[src/rtl/axil_demux_if.sv]
`default_nettype none
// ============================================================================
// Module      : axil_demux_if
// Description : Bundles the single upstream AXI4-Lite master port and the
//               NUM_SLAVES packed downstream slave ports of axil_demux.
//               Modport "slave" is the demux view: it is the slave of the
//               upstream bridge and drives the downstream peripherals.
//               Modport "master" is the opposite view, used by the logic
//               that drives the bridge side and models the peripherals.
// Ports       : m_*  upstream AW/W/B/AR/R channels (32-bit addr/data)
//               s_*  per-slave channels, packed NUM_SLAVES wide
// Revision    : 1.0 - initial release
// ============================================================================
interface axil_demux_if #(
    parameter int NUM_SLAVES = 4
) ();
    // Upstream master side
    logic [31:0]              m_awaddr;
    logic                     m_awvalid;
    logic                     m_awready;
    logic [31:0]              m_wdata;
    logic [3:0]               m_wstrb;
    logic                     m_wvalid;
    logic                     m_wready;
    logic                     m_bvalid;
    logic                     m_bready;
    logic [1:0]               m_bresp;
    logic [31:0]              m_araddr;
    logic                     m_arvalid;
    logic                     m_arready;
    logic [31:0]              m_rdata;
    logic [1:0]               m_rresp;
    logic                     m_rvalid;
    logic                     m_rready;
    // Downstream slave side
    logic [NUM_SLAVES*32-1:0] s_awaddr;
    logic [NUM_SLAVES-1:0]    s_awvalid;
    logic [NUM_SLAVES-1:0]    s_awready;
    logic [NUM_SLAVES*32-1:0] s_wdata;
    logic [NUM_SLAVES*4-1:0]  s_wstrb;
    logic [NUM_SLAVES-1:0]    s_wvalid;
    logic [NUM_SLAVES-1:0]    s_wready;
    logic [NUM_SLAVES-1:0]    s_bvalid;
    logic [NUM_SLAVES-1:0]    s_bready;
    logic [NUM_SLAVES*2-1:0]  s_bresp;
    logic [NUM_SLAVES*32-1:0] s_araddr;
    logic [NUM_SLAVES-1:0]    s_arvalid;
    logic [NUM_SLAVES-1:0]    s_arready;
    logic [NUM_SLAVES*32-1:0] s_rdata;
    logic [NUM_SLAVES*2-1:0]  s_rresp;
    logic [NUM_SLAVES-1:0]    s_rvalid;
    logic [NUM_SLAVES-1:0]    s_rready;

    modport slave (
        input  m_awaddr, m_awvalid, m_wdata, m_wstrb, m_wvalid, m_bready,
               m_araddr, m_arvalid, m_rready,
        output m_awready, m_wready, m_bvalid, m_bresp,
               m_arready, m_rdata, m_rresp, m_rvalid,
        output s_awaddr, s_awvalid, s_wdata, s_wstrb, s_wvalid, s_bready,
               s_araddr, s_arvalid, s_rready,
        input  s_awready, s_wready, s_bvalid, s_bresp,
               s_arready, s_rdata, s_rresp, s_rvalid
    );

    modport master (
        output m_awaddr, m_awvalid, m_wdata, m_wstrb, m_wvalid, m_bready,
               m_araddr, m_arvalid, m_rready,
        input  m_awready, m_wready, m_bvalid, m_bresp,
               m_arready, m_rdata, m_rresp, m_rvalid,
        input  s_awaddr, s_awvalid, s_wdata, s_wstrb, s_wvalid, s_bready,
               s_araddr, s_arvalid, s_rready,
        output s_awready, s_wready, s_bvalid, s_bresp,
               s_arready, s_rdata, s_rresp, s_rvalid
    );
endinterface
`default_nettype wire

[src/rtl/axil_demux.sv]
`default_nettype none
// ============================================================================
// Module      : axil_demux
// Description : Single-master, NUM_SLAVES-port AXI4-Lite address demux.
//               One outstanding write and one outstanding read, handled by
//               independent FSMs. Address/data/strobes are broadcast to all
//               slaves; only valid/ready are steered. Slaves that accept AW
//               and W in different cycles are absorbed so the upstream
//               bridge always sees awready and wready together. Unmapped
//               addresses get a DECERR response one cycle after acceptance.
// Ports       : clk    clock
//               rst_n  asynchronous active-low reset
//               bus    axil_demux_if.slave (upstream m_*, downstream s_*)
// Revision    : 1.0 - initial release
// ============================================================================
module axil_demux #(
    parameter int                       NUM_SLAVES = 4,
    parameter logic [NUM_SLAVES*32-1:0] SLV_BASE   = {32'h3000_0000, 32'h2000_0000,
                                                      32'h1000_0000, 32'h0000_0000},
    parameter logic [NUM_SLAVES*32-1:0] SLV_MASK   = {4{32'hF000_0000}}
) (
    input  wire logic        clk,
    input  wire logic        rst_n,
    axil_demux_if.slave      bus
);
    localparam int SEL_W = (NUM_SLAVES > 1) ? $clog2(NUM_SLAVES) : 1;

    typedef enum logic [1:0] {W_IDLE = 2'd0, W_PART = 2'd1, W_RESP = 2'd2, W_ERR = 2'd3} wstate_t;
    typedef enum logic [1:0] {R_IDLE = 2'd0, R_RESP = 2'd1, R_ERR = 2'd2} rstate_t;

    wstate_t             r_wstate, w_wstate_nxt;
    rstate_t             r_rstate, w_rstate_nxt;
    logic [SEL_W-1:0]    r_wsel, w_wsel_nxt, r_rsel, w_rsel_nxt;
    logic                r_aw_done, w_aw_done_nxt, r_w_done, w_w_done_nxt;

    logic                w_aw_hit, w_ar_hit;
    logic [SEL_W-1:0]    w_aw_sel, w_ar_sel;

    logic                w_m_awready, w_m_wready, w_m_bvalid, w_m_arready, w_m_rvalid;
    logic [1:0]          w_m_bresp, w_m_rresp;
    logic [31:0]         w_m_rdata;
    logic [NUM_SLAVES-1:0] w_s_awvalid, w_s_wvalid, w_s_bready, w_s_arvalid, w_s_rready;

    // Decode: scan from the top index down so the lowest match wins.
    always_comb begin
        w_aw_hit = 1'b0;
        w_aw_sel = '0;
        w_ar_hit = 1'b0;
        w_ar_sel = '0;
        for (int i = NUM_SLAVES - 1; i >= 0; i--) begin
            if ((bus.m_awaddr & SLV_MASK[32*i +: 32]) == (SLV_BASE[32*i +: 32] & SLV_MASK[32*i +: 32])) begin
                w_aw_hit = 1'b1;
                w_aw_sel = SEL_W'(i);
            end
            if ((bus.m_araddr & SLV_MASK[32*i +: 32]) == (SLV_BASE[32*i +: 32] & SLV_MASK[32*i +: 32])) begin
                w_ar_hit = 1'b1;
                w_ar_sel = SEL_W'(i);
            end
        end
    end

    // ------------------------------------------------------------------ write
    always_ff @(posedge clk or negedge rst_n) begin
        if (!rst_n) begin
            r_wstate  <= W_IDLE;
            r_wsel    <= '0;
            r_aw_done <= 1'b0;
            r_w_done  <= 1'b0;
        end else begin
            r_wstate  <= w_wstate_nxt;
            r_wsel    <= w_wsel_nxt;
            r_aw_done <= w_aw_done_nxt;
            r_w_done  <= w_w_done_nxt;
        end
    end

    always_comb begin
        w_wstate_nxt  = r_wstate;
        w_wsel_nxt    = r_wsel;
        w_aw_done_nxt = r_aw_done;
        w_w_done_nxt  = r_w_done;
        w_m_awready   = 1'b0;
        w_m_wready    = 1'b0;
        w_m_bvalid    = 1'b0;
        w_m_bresp     = 2'b00;
        w_s_awvalid   = '0;
        w_s_wvalid    = '0;
        w_s_bready    = '0;
        unique case (r_wstate)
            W_IDLE: begin
                // Only start once both AW and W are offered, so the pair can
                // be acknowledged upstream in a single cycle.
                if (bus.m_awvalid && bus.m_wvalid) begin
                    if (w_aw_hit) begin
                        w_s_awvalid[w_aw_sel] = 1'b1;
                        w_s_wvalid[w_aw_sel]  = 1'b1;
                        w_wsel_nxt            = w_aw_sel;
                        if (bus.s_awready[w_aw_sel] && bus.s_wready[w_aw_sel]) begin
                            w_m_awready  = 1'b1;
                            w_m_wready   = 1'b1;
                            w_wstate_nxt = W_RESP;
                        end else if (bus.s_awready[w_aw_sel]) begin
                            w_aw_done_nxt = 1'b1;
                            w_wstate_nxt  = W_PART;
                        end else if (bus.s_wready[w_aw_sel]) begin
                            w_w_done_nxt = 1'b1;
                            w_wstate_nxt = W_PART;
                        end
                    end else begin
                        w_m_awready  = 1'b1;
                        w_m_wready   = 1'b1;
                        w_wstate_nxt = W_ERR;
                    end
                end
            end
            W_PART: begin
                // Master holds AW/W valid (not yet acknowledged); keep
                // offering only the channel the slave has not taken.
                w_s_awvalid[r_wsel] = !r_aw_done;
                w_s_wvalid[r_wsel]  = !r_w_done;
                if ((r_aw_done || bus.s_awready[r_wsel]) && (r_w_done || bus.s_wready[r_wsel])) begin
                    w_m_awready   = 1'b1;
                    w_m_wready    = 1'b1;
                    w_aw_done_nxt = 1'b0;
                    w_w_done_nxt  = 1'b0;
                    w_wstate_nxt  = W_RESP;
                end
            end
            W_RESP: begin
                w_m_bvalid         = bus.s_bvalid[r_wsel];
                w_m_bresp          = bus.s_bresp[2*r_wsel +: 2];
                w_s_bready[r_wsel] = bus.m_bready;
                if (bus.s_bvalid[r_wsel] && bus.m_bready) begin
                    w_wstate_nxt = W_IDLE;
                end
            end
            W_ERR: begin
                w_m_bvalid = 1'b1;
                w_m_bresp  = 2'b11;
                if (bus.m_bready) begin
                    w_wstate_nxt = W_IDLE;
                end
            end
            default: w_wstate_nxt = W_IDLE;
        endcase
        // Idle-state outputs follow master valids combinationally; silence
        // them while reset is held.
        if (!rst_n) begin
            w_m_awready = 1'b0;
            w_m_wready  = 1'b0;
            w_m_bvalid  = 1'b0;
            w_m_bresp   = 2'b00;
            w_s_awvalid = '0;
            w_s_wvalid  = '0;
            w_s_bready  = '0;
        end
    end

    // ------------------------------------------------------------------- read
    always_ff @(posedge clk or negedge rst_n) begin
        if (!rst_n) begin
            r_rstate <= R_IDLE;
            r_rsel   <= '0;
        end else begin
            r_rstate <= w_rstate_nxt;
            r_rsel   <= w_rsel_nxt;
        end
    end

    always_comb begin
        w_rstate_nxt = r_rstate;
        w_rsel_nxt   = r_rsel;
        w_m_arready  = 1'b0;
        w_m_rvalid   = 1'b0;
        w_m_rdata    = 32'h0;
        w_m_rresp    = 2'b00;
        w_s_arvalid  = '0;
        w_s_rready   = '0;
        unique case (r_rstate)
            R_IDLE: begin
                if (w_ar_hit) begin
                    w_s_arvalid[w_ar_sel] = bus.m_arvalid;
                    w_m_arready           = bus.s_arready[w_ar_sel];
                    if (bus.m_arvalid && bus.s_arready[w_ar_sel]) begin
                        w_rsel_nxt   = w_ar_sel;
                        w_rstate_nxt = R_RESP;
                    end
                end else if (bus.m_arvalid) begin
                    w_m_arready  = 1'b1;
                    w_rstate_nxt = R_ERR;
                end
            end
            R_RESP: begin
                w_m_rvalid         = bus.s_rvalid[r_rsel];
                w_m_rdata          = bus.s_rdata[32*r_rsel +: 32];
                w_m_rresp          = bus.s_rresp[2*r_rsel +: 2];
                w_s_rready[r_rsel] = bus.m_rready;
                if (bus.s_rvalid[r_rsel] && bus.m_rready) begin
                    w_rstate_nxt = R_IDLE;
                end
            end
            R_ERR: begin
                w_m_rvalid = 1'b1;
                w_m_rresp  = 2'b11;
                if (bus.m_rready) begin
                    w_rstate_nxt = R_IDLE;
                end
            end
            default: w_rstate_nxt = R_IDLE;
        endcase
        if (!rst_n) begin
            w_m_arready = 1'b0;
            w_m_rvalid  = 1'b0;
            w_m_rdata   = 32'h0;
            w_m_rresp   = 2'b00;
            w_s_arvalid = '0;
            w_s_rready  = '0;
        end
    end

    // ---------------------------------------------------------------- outputs
    assign bus.m_awready = w_m_awready;
    assign bus.m_wready  = w_m_wready;
    assign bus.m_bvalid  = w_m_bvalid;
    assign bus.m_bresp   = w_m_bresp;
    assign bus.m_arready = w_m_arready;
    assign bus.m_rvalid  = w_m_rvalid;
    assign bus.m_rdata   = w_m_rdata;
    assign bus.m_rresp   = w_m_rresp;

    assign bus.s_awaddr  = {NUM_SLAVES{bus.m_awaddr}};
    assign bus.s_wdata   = {NUM_SLAVES{bus.m_wdata}};
    assign bus.s_wstrb   = {NUM_SLAVES{bus.m_wstrb}};
    assign bus.s_araddr  = {NUM_SLAVES{bus.m_araddr}};
    assign bus.s_awvalid = w_s_awvalid;
    assign bus.s_wvalid  = w_s_wvalid;
    assign bus.s_bready  = w_s_bready;
    assign bus.s_arvalid = w_s_arvalid;
    assign bus.s_rready  = w_s_rready;
endmodule
`default_nettype wire

[src/flat_wrapper.sv]
// flat-port wrapper written by rule: the top's interface ports become plain ports
module axil_demux_flat 
#(
    parameter int                       NUM_SLAVES = 4,
    parameter logic [NUM_SLAVES*32-1:0] SLV_BASE   = {32'h3000_0000, 32'h2000_0000,
                                                      32'h1000_0000, 32'h0000_0000},
    parameter logic [NUM_SLAVES*32-1:0] SLV_MASK   = {4{32'hF000_0000}}
)
  (clk, rst_n, bus_m_awaddr, bus_m_awvalid, bus_m_wdata, bus_m_wstrb, bus_m_wvalid, bus_m_bready, bus_m_araddr, bus_m_arvalid, bus_m_rready, bus_m_awready, bus_m_wready, bus_m_bvalid, bus_m_bresp, bus_m_arready, bus_m_rdata, bus_m_rresp, bus_m_rvalid, bus_s_awaddr, bus_s_awvalid, bus_s_wdata, bus_s_wstrb, bus_s_wvalid, bus_s_bready, bus_s_araddr, bus_s_arvalid, bus_s_rready, bus_s_awready, bus_s_wready, bus_s_bvalid, bus_s_bresp, bus_s_arready, bus_s_rdata, bus_s_rresp, bus_s_rvalid);
  axil_demux_if #(.NUM_SLAVES(NUM_SLAVES)) bus_i ();
  input  wire logic clk;
  input  wire logic rst_n;
  input wire logic [$bits(bus_i.m_awaddr)-1:0] bus_m_awaddr;
  input wire logic [$bits(bus_i.m_awvalid)-1:0] bus_m_awvalid;
  input wire logic [$bits(bus_i.m_wdata)-1:0] bus_m_wdata;
  input wire logic [$bits(bus_i.m_wstrb)-1:0] bus_m_wstrb;
  input wire logic [$bits(bus_i.m_wvalid)-1:0] bus_m_wvalid;
  input wire logic [$bits(bus_i.m_bready)-1:0] bus_m_bready;
  input wire logic [$bits(bus_i.m_araddr)-1:0] bus_m_araddr;
  input wire logic [$bits(bus_i.m_arvalid)-1:0] bus_m_arvalid;
  input wire logic [$bits(bus_i.m_rready)-1:0] bus_m_rready;
  output wire logic [$bits(bus_i.m_awready)-1:0] bus_m_awready;
  output wire logic [$bits(bus_i.m_wready)-1:0] bus_m_wready;
  output wire logic [$bits(bus_i.m_bvalid)-1:0] bus_m_bvalid;
  output wire logic [$bits(bus_i.m_bresp)-1:0] bus_m_bresp;
  output wire logic [$bits(bus_i.m_arready)-1:0] bus_m_arready;
  output wire logic [$bits(bus_i.m_rdata)-1:0] bus_m_rdata;
  output wire logic [$bits(bus_i.m_rresp)-1:0] bus_m_rresp;
  output wire logic [$bits(bus_i.m_rvalid)-1:0] bus_m_rvalid;
  output wire logic [$bits(bus_i.s_awaddr)-1:0] bus_s_awaddr;
  output wire logic [$bits(bus_i.s_awvalid)-1:0] bus_s_awvalid;
  output wire logic [$bits(bus_i.s_wdata)-1:0] bus_s_wdata;
  output wire logic [$bits(bus_i.s_wstrb)-1:0] bus_s_wstrb;
  output wire logic [$bits(bus_i.s_wvalid)-1:0] bus_s_wvalid;
  output wire logic [$bits(bus_i.s_bready)-1:0] bus_s_bready;
  output wire logic [$bits(bus_i.s_araddr)-1:0] bus_s_araddr;
  output wire logic [$bits(bus_i.s_arvalid)-1:0] bus_s_arvalid;
  output wire logic [$bits(bus_i.s_rready)-1:0] bus_s_rready;
  input wire logic [$bits(bus_i.s_awready)-1:0] bus_s_awready;
  input wire logic [$bits(bus_i.s_wready)-1:0] bus_s_wready;
  input wire logic [$bits(bus_i.s_bvalid)-1:0] bus_s_bvalid;
  input wire logic [$bits(bus_i.s_bresp)-1:0] bus_s_bresp;
  input wire logic [$bits(bus_i.s_arready)-1:0] bus_s_arready;
  input wire logic [$bits(bus_i.s_rdata)-1:0] bus_s_rdata;
  input wire logic [$bits(bus_i.s_rresp)-1:0] bus_s_rresp;
  input wire logic [$bits(bus_i.s_rvalid)-1:0] bus_s_rvalid;
  assign bus_i.m_awaddr = bus_m_awaddr;
  assign bus_i.m_awvalid = bus_m_awvalid;
  assign bus_i.m_wdata = bus_m_wdata;
  assign bus_i.m_wstrb = bus_m_wstrb;
  assign bus_i.m_wvalid = bus_m_wvalid;
  assign bus_i.m_bready = bus_m_bready;
  assign bus_i.m_araddr = bus_m_araddr;
  assign bus_i.m_arvalid = bus_m_arvalid;
  assign bus_i.m_rready = bus_m_rready;
  assign bus_m_awready = bus_i.m_awready;
  assign bus_m_wready = bus_i.m_wready;
  assign bus_m_bvalid = bus_i.m_bvalid;
  assign bus_m_bresp = bus_i.m_bresp;
  assign bus_m_arready = bus_i.m_arready;
  assign bus_m_rdata = bus_i.m_rdata;
  assign bus_m_rresp = bus_i.m_rresp;
  assign bus_m_rvalid = bus_i.m_rvalid;
  assign bus_s_awaddr = bus_i.s_awaddr;
  assign bus_s_awvalid = bus_i.s_awvalid;
  assign bus_s_wdata = bus_i.s_wdata;
  assign bus_s_wstrb = bus_i.s_wstrb;
  assign bus_s_wvalid = bus_i.s_wvalid;
  assign bus_s_bready = bus_i.s_bready;
  assign bus_s_araddr = bus_i.s_araddr;
  assign bus_s_arvalid = bus_i.s_arvalid;
  assign bus_s_rready = bus_i.s_rready;
  assign bus_i.s_awready = bus_s_awready;
  assign bus_i.s_wready = bus_s_wready;
  assign bus_i.s_bvalid = bus_s_bvalid;
  assign bus_i.s_bresp = bus_s_bresp;
  assign bus_i.s_arready = bus_s_arready;
  assign bus_i.s_rdata = bus_s_rdata;
  assign bus_i.s_rresp = bus_s_rresp;
  assign bus_i.s_rvalid = bus_s_rvalid;
  axil_demux #(.NUM_SLAVES(NUM_SLAVES), .SLV_BASE(SLV_BASE), .SLV_MASK(SLV_MASK)) u_core (.clk(clk), .rst_n(rst_n), .bus(bus_i));
endmodule
[config.mk]
export PLATFORM = sky130hd
export DESIGN_NAME = axil_demux_flat
export DESIGN_NICKNAME = d
export VERILOG_FILES = /design/src/rtl/axil_demux_if.sv /design/src/rtl/axil_demux.sv /design/src/flat_wrapper.sv
export SDC_FILE = /design/constraint.sdc
export NUM_CORES = 1
export LEC_CHECK = 0
export ABC_AREA = 1
export CORE_AREA = 2 2 287 289
export CTS_BUF_LIST = sky130_fd_sc_hd__clkbuf_4 sky130_fd_sc_hd__clkbuf_8
export CTS_CLUSTER_SIZE = 12
export DETAILED_ROUTE_END_ITERATION = 10
export DIE_AREA = 0 0 289 291
export GPL_ROUTABILITY_DRIVEN = 0
export HOLD_SLACK_MARGIN = 0.15
export PLACE_DENSITY_LB_ADDON = 0.2
export SYNTH_ARGS = -nofsm -noshare
export SYNTH_HDL_FRONTEND = slang
export SYNTH_SLANG_ARGS = --single-unit
[constraint.sdc]
create_clock -name clk -period 1.85 [get_ports clk]
set_input_delay 0.37 -clock clk [delete_from_list [all_inputs] [get_ports clk]]
set_output_delay 0.37 -clock clk [all_outputs]
set_load 0.005 [all_outputs]
==> results of run 1 <==
[where the power goes]
| group | internal (mW) | total [mW] | switching, mW |
|---|---|---|---|
| sequential | 0.327 | 0.476 | 0.149 |
| clock | 0.188 | 0.282 | 0.0941 |
| combinational | 3.63 | 6.77 | 3.15 |
| total | 4.14 | 7.53 | 3.39 |
[registers in the layout, summed over array words and instances, names as in the netlist]
name,flops
u_core.r_rstate,2
u_core.r_aw_done,1
u_core.r_wsel,2
u_core.r_wstate,2
u_core.r_rsel,2
u_core.r_w_done,1
[cell families after synthesis]
| kind of cell | synth area share [%] |
|---|---|
| AO/OA/AOI/OAI | 15.5 |
| adder cells (fa/ha/maj) | 0.730 |
| buffers and inverters | 63.0 |
| flip-flops | 4.86 |
| AND/OR/NAND/NOR | 16.0 |
[how the worst max path moves through the flow]
stage                                  to  slack, ns        startpoint  depth (start not counted)
after floorplan              bus_m_wready       0.11  bus_m_awaddr[31]                         11
after global placement      bus_m_awready      -0.99  bus_m_awaddr[29]                         12
after detailed placement    bus_m_awready      -0.99  bus_m_awaddr[29]                         12
after CTS                  bus_m_rresp[0]      -0.43  u_core.r_rsel[0]                         10
after global routing       bus_m_rresp[0]      -0.40  u_core.r_rsel[0]                          9
final                     bus_m_rdata[14]      -0.35  u_core.r_rsel[0]                          8
[worst max-delay path, cell delays in order (launching register included)]
cell and delay (ns):
dfrtp_2 0.42, buf_6 0.12, nor2_4 0.03, buf_12 0.15, buf_4 0.14, buf_8 0.13, a22oi_2 0.32, a21oi_1 0.12
buf_2 0.14
[layout make-up]
type / instances / area [sq um]
Antenna cell: 1 / 2.50
Clock buffer: 4 / 55.1
Fill cell: 9501 / 73000
Inverter: 31 / 160
Multi-Input combinational cell: 316 / 2380
Sequential cell: 10 / 256
Tap cell: 1070 / 1340
Timing Repair Buffer: 427 / 4040
[placed cells by master, fill, tap and decap left out, types with 2 or more instances in the layout]
cell	Yosys	final
clkdlybuf4s50_1	0	190
buf_4	403	104
nand2_1	104	78
buf_2	14	58
a22oi_2	0	47
a21oi_1	47	32
buf_6	1	30
nand2_2	3	21
a22oi_1	65	18
nor2_1	28	17
nand3_1	23	15
dlygate4sd2_1	0	15
nor2_4	3	14
inv_1	26	14
a21oi_2	0	12
buf_12	0	11
buf_8	0	10
inv_2	5	9
nand2_4	0	8
nand4_1	7	7
buf_16	0	7
nor2_2	5	6
nand3_2	0	6
nor3_4	0	5
nor3_2	0	5
o21ai_0	5	5
dfrtp_1	10	5
dfrtp_2	0	5
inv_4	0	4
clkbuf_8	0	4
a21oi_4	0	3
clkinv_8	0	2
nor4_4	0	2
a41oi_2	0	2
nand3_4	0	2
o21ai_1	2	2
ha_4	0	2
[what timing repair did]
action / 4_1_cts / 5_1_grt
buffers inserted: 51 / 17
gates resized for setup: 447 / 96
hold buffers: 0 / 0
setup endpoints to repair: 99 / 63
endpoints found under the hold margin: 0 / 0
gates cloned: 6 / 1
pin swaps: 62 / 47
[through the flow]
step                std cells  utilization (%)  total power [mW]  area [sq um]
CTS                      1852             9.71              7.27          7880
global placement         1805             8.61              4.98          6990
global route             1859             10.1              8.14          8230
detailed placement       1805             8.61              4.97          6990
finish                   1859             10.1              7.53          8230
floorplan                 778                -              2.83          5140
[per-layer routing]
| metal | track usage (%) | part of all wire [%] |
|---|---|---|
| met3 | 3.75 | 14 |
| met4 | 1.96 | 3.0 |
| met2 | 10.7 | 46 |
| met5 | 0.581 | 0.28 |
| met1 | 6.76 | 36 |
==> flow_metrics.env, run 1 <==
export IMPL_status="complete, but fails checks"
export IMPL_failed_checks="setup timing"
export IMPL_start_kind="flip-flop"
export IMPL_hold_ws_ns=0.212
export IMPL_die_area_sq_mm=0.0841
export IMPL_p_leak_nw=3.11
export IMPL_synth_edf_count=0
export IMPL_setup_slack_ns=-0.347
export IMPL_synth_seq_cells=10
export IMPL_rsz0062_at_grt="true"
export IMPL_synthCells=778
export IMPL_die_w_um=289
export IMPL_drv_slew=0
export IMPL_ys_types=27
export IMPL_cts_tree="yes"
export IMPL_clock_skew_ns=0.00535
export IMPL_drt_total_wl_um=29800
export IMPL_vias_per_cell=2.57
export IMPL_final_setup_tns_ns=-9.31
export IMPL_synth_avg_cell_area_sq_um=6.61
export IMPL_io_buffers=271
export IMPL_grt_usage_pct=6.44
export IMPL_cp_end_kind="output port"
export IMPL_path_clk_slew_ns=0.05
export IMPL_synthMostInstantiatedCell="buf_4"
export IMPL_r2r_start="u_core.r_wsel[0]"
export IMPL_synthToLayoutAreaGrowth_pct=60.1
export IMPL_initial_core_util_pct=6.34
export IMPL_reg2reg_to="u_core.r_wstate[0]"
export IMPL_drc=0
export IMPL_yosysTopAreaCell="buf_4"
export IMPL_ys_top_cells_by_count="403 x buf_4, 104 x nand2_1, 65 x a22oi_1, 47 x a21oi_1, 28 x nor2_1"
export IMPL_arrival_ns=1.83
export IMPL_reg2reg_depth=14
export IMPL_synth_top_area_share_pct=58.8
export IMPL_synthTopCellsByArea="buf_4 59%, a22oi_1 9.5%, nand2_1 7.6%"
export IMPL_htreeDepth=1
export IMPL_period_share_pct=119
export IMPL_synth_main_ff_cell="dfrtp_1"
export IMPL_wire_per_inst_um=16.0
export IMPL_num_vias=4769
export IMPL_max_cap_viol_count=0
export IMPL_coreArea_sq_mm=0.0812
export IMPL_criticalPathCategory="flip-flop to output port"
export IMPL_first_pass_iters=4
export IMPL_grt_overflow_total=0
export IMPL_cts_made_buffers=3
export IMPL_max_freq_mhz=455
export IMPL_worstMarginPinSlew_ns=0.323
export IMPL_ir_drop_v=0.000266
export IMPL_crit_fanout=8
export IMPL_clockBufferDepth=2
export IMPL_slew_headroom_pct=78.5
export IMPL_die_y_um=291
export IMPL_syn_area_sq_mm=0.00514
export IMPL_place_ws_ns=-0.989
export IMPL_syn_nets=1052
export IMPL_yosysSeqAreaShare_pct=4.86
export IMPL_drt_initial_drc_count=136
export IMPL_grt_pass1_wl_um=38700
export IMPL_insertion_delay_ns=0.24
export IMPL_hold_viol=0
export IMPL_ioPinCount=732
export IMPL_drive_gt1_share_pct=48.9
export IMPL_cts_sinks=10
export IMPL_grt_pass1_vias=5059
export IMPL_ys_async_sr_fraction_pct=100
export IMPL_yosys_warnings=0
export IMPL_cp_required_ns=1.48
export IMPL_fin_nets=1063
export IMPL_hpwl_um=24600
export IMPL_ff2ff_setup_slack_ns=0.15
export IMPL_num_rows=105
export IMPL_finalCriticalPeriod_ns=2.20
export IMPL_setup_violations_final=48
export IMPL_hold_class="input pin to asynchronous set/reset pin"
export IMPL_powerDensity_mw_per_mm2=915
export IMPL_root_buffer="clkbuf_8"
export IMPL_grt_max_degree=29
export IMPL_antenna_found_initial=6
export IMPL_final_antenna_net_count=0
(Power assumes the default switching activity.)
==> inputs of run 2 (changes only) <==
Settings changed: ABC_AREA 1 to default, CORE_AREA 2 2 287 289 to 2 2 281 283, DIE_AREA 0 0 289 291 to 0 0 283 285.
==> run 2 against run 1 <==
  * Largest cell class unchanged
  * Register-to-register slack got worse by 0.30 ns
  * Clock power up 8.5%
  * Routed wire length down 24%
  * Worst setup slack worse by 0.16 ns
  * Worst hold slack improved by 0.025 ns
  * Sequential cell count did not move
  * Non-clock buffer count shrank 31
  * The run still ends with setup timing left
  * Maximum frequency is 6.6% lower
  * Synthesized cell count fell by 17%
  * Die area decreased by 4.1%
==> flow_metrics.env, run 2 <==
export IMPL_grt_pass1_wl_um=31300
export IMPL_hold_class="input pin to asynchronous set/reset pin"
export IMPL_drv_slew=0
export IMPL_cts_hold_buf=0
export IMPL_yosysSeqAreaShare_pct=4.76
export IMPL_ys_top_cells_by_count="401 x buf_4, 38 x mux4_2, 32 x and2_1, 29 x nor2_1, 17 x nand2_1"
export IMPL_start_kind="flip-flop"
export IMPL_path_clk_slew_ns=0.06
export IMPL_setup_violations_final=54
export IMPL_hold_viol=0
export IMPL_slew_headroom_pct=77.9
export IMPL_powerDensity_mw_per_mm2=757
export IMPL_grt_usage_pct=5.22
export IMPL_status="complete, but fails checks"
export IMPL_synth_top_area_share_pct=57.2
export IMPL_drc=0
export IMPL_coreArea_sq_mm=0.0780
export IMPL_wire_per_inst_um=13.5
export IMPL_period_share_pct=127
export IMPL_criticalPathCategory="flip-flop to output port"
export IMPL_syn_nets=920
export IMPL_vias_per_cell=2.33
export IMPL_synthMostInstantiatedCell="buf_4"
export IMPL_grt_max_degree=20
export IMPL_clockBufferDepth=2
export IMPL_hpwl_um=18800
export IMPL_synthToLayoutAreaGrowth_pct=49.3
export IMPL_syn_area_sq_mm=0.00526
export IMPL_setup_slack_ns=-0.503
export IMPL_grt_pass1_vias=4206
export IMPL_worstMarginPinSlew_ns=0.330
export IMPL_die_area_sq_mm=0.0807
export IMPL_final_antenna_net_count=0
export IMPL_failed_checks="setup timing"
export IMPL_drive_gt1_share_pct=54.8
export IMPL_rsz0062_at_grt="true"
export IMPL_max_cap_viol_count=0
export IMPL_htreeDepth=1
export IMPL_cp_end_kind="output port"
export IMPL_ys_types=46
export IMPL_insertion_delay_ns=0.25
export IMPL_place_area_sq_mm=0.00685
export IMPL_cp_required_ns=1.48
export IMPL_arrival_ns=1.98
export IMPL_num_vias=3903
export IMPL_cts_sinks=10
export IMPL_final_common_cell="clkdlybuf4s50_1"
export IMPL_synthTopCellsByArea="buf_4 57%, mux4_2 16%, dfrtp_1 4.8%"
export IMPL_yosys_warnings=0
export IMPL_io_buffers=271
export IMPL_crit_fanout=8
export IMPL_drt_total_wl_um=22600
export IMPL_root_buffer="clkbuf_8"
export IMPL_die_y_um=285
export IMPL_fin_nets=901
export IMPL_cts_tree="yes"
export IMPL_cts_made_buffers=3
export IMPL_synth_seq_cells=10
export IMPL_drt_initial_drc_count=83
export IMPL_final_area_sq_mm=0.00785
export IMPL_synthCells=646
export IMPL_grt_overflow_total=0
export IMPL_synth_avg_cell_area_sq_um=8.14
export IMPL_yosysTopAreaCell="buf_4"
export IMPL_die_w_um=283
export IMPL_p_leak_nw=2.87
export IMPL_num_rows=103
export IMPL_ir_drop_v=0.000253
export IMPL_ioPinCount=732
export IMPL_max_freq_mhz=425
export IMPL_place_ws_ns=-1.12
export IMPL_synth_edf_count=0
export IMPL_antenna_found_initial=2
export IMPL_clock_skew_ns=0.000440
export IMPL_initial_core_util_pct=6.74
export IMPL_finalCriticalPeriod_ns=2.35
export IMPL_synth_main_ff_cell="dfrtp_1"
export IMPL_first_pass_iters=4
export IMPL_mostFrequentLayoutCells="186 x clkdlybuf4s50_1, 75 x buf_6, 67 x buf_4"
export IMPL_ys_async_sr_fraction_pct=100
[run 2: changes by cell type after synthesis, sizes merged, moves of 9 or more]
cell | before | now
a22oi | 65 | 0
mux2 | 0 | 10
mux4 | 0 | 38
nand3 | 23 | 8
clkbuf | 4 | 13
nand2 | 107 | 17
and2 | 0 | 33
buf | 418 | 407
inv | 31 | 7
a21oi | 47 | 16
[run 2: cell families after synthesis]
| logic type | synth area share (%) |
|---|---|
| AO/OA/AOI/OAI | 5.07 |
| adder cells (fa/ha/maj) | 0.714 |
| buffers and inverters | 59.2 |
| flip-flops | 4.76 |
| multiplexers | 18.8 |
| AND/OR/NAND/NOR | 11.4 |
[run 2: critical path: stages (launching register included)]
cell	delay (ns)
dfrtp_4	0.61
buf_12	0.17
buf_8	0.10
buf_6	0.08
mux4_2	0.48
and2_4	0.15
buf_6	0.11
[run 2: routing by layer]
layer / share of wire [%] / vias up / GRT usage, %
li1: - / 1702 / -
met1: 41 / 1741 / 6.32
met2: 40 / 384 / 7.08
met3: 15 / 74 / 3.46
met4: 3.6 / 2 / 2.23
met5: 0.058 / - / 0.116
[run 2: where the power goes]
part           switching (mW)  internal, mW  total (mW)  leakage [nW]
registers               0.240         0.329       0.569         0.122
clock network           0.117         0.189       0.306        0.0288
logic                    1.95          3.13        5.07          2.72
[run 2: through the flow]
stage / instances / utilization [%] / TNS [ns] / power [mW] / hold slack, ns
after CTS: 1672 / 9.64 / -22.36 / 5.88 / 0.250
after global routing: 1676 / 10.1 / -22.96 / 6.44 / 0.252
after detailed placement: 1622 / 8.78 / -55.15 / 4.24 / 0.563
after floorplan: 646 / - / 0 / 2.91 / 0.0744
after global placement: 1622 / 8.78 / -55.08 / 4.27 / 0.559
final: 1677 / 10.1 / -17.96 / 5.95 / 0.237
[run 2: worst paths after layout]
kind                       slack [ns]  cells past startpoint             start                  to
setup / recovery                -0.50                      6  u_core.r_rsel[0]      bus_m_rdata[6]
hold / removal                   0.24                      3             rst_n  u_core.r_wstate[1]
setup reg to reg                -0.15                      6  u_core.r_rsel[0]  u_core.r_rstate[0]
hold reg to reg                  0.60                      2  u_core.r_aw_done    u_core.r_aw_done
max in group asynchronous        1.34                      4             rst_n    u_core.r_wsel[1]
min in group clk                 0.60                      2  u_core.r_aw_done    u_core.r_aw_done
[run 2: repair_timing]
| action | CTS | global route |
|---|---|---|
| endpoints found under the hold margin | 0 | 0 |
| setup endpoints to repair | 102 | 66 |
| buffers inserted | 46 | 12 |
| cloned | 2 | 1 |
| gates resized for setup | 409 | 87 |
| pin swaps | 53 | 33 |
[run 2: layout make-up]
class | count | area [sq um]
Tap cell | 1050 | 1310
Clock buffer | 4 | 55.1
Timing Repair Buffer | 396 | 3860
Multi-Input combinational cell | 209 | 2340
Fill cell | 9031 | 70100
Sequential cell | 10 | 258
Antenna cell | 1 | 2.50
Inverter | 7 | 26.3
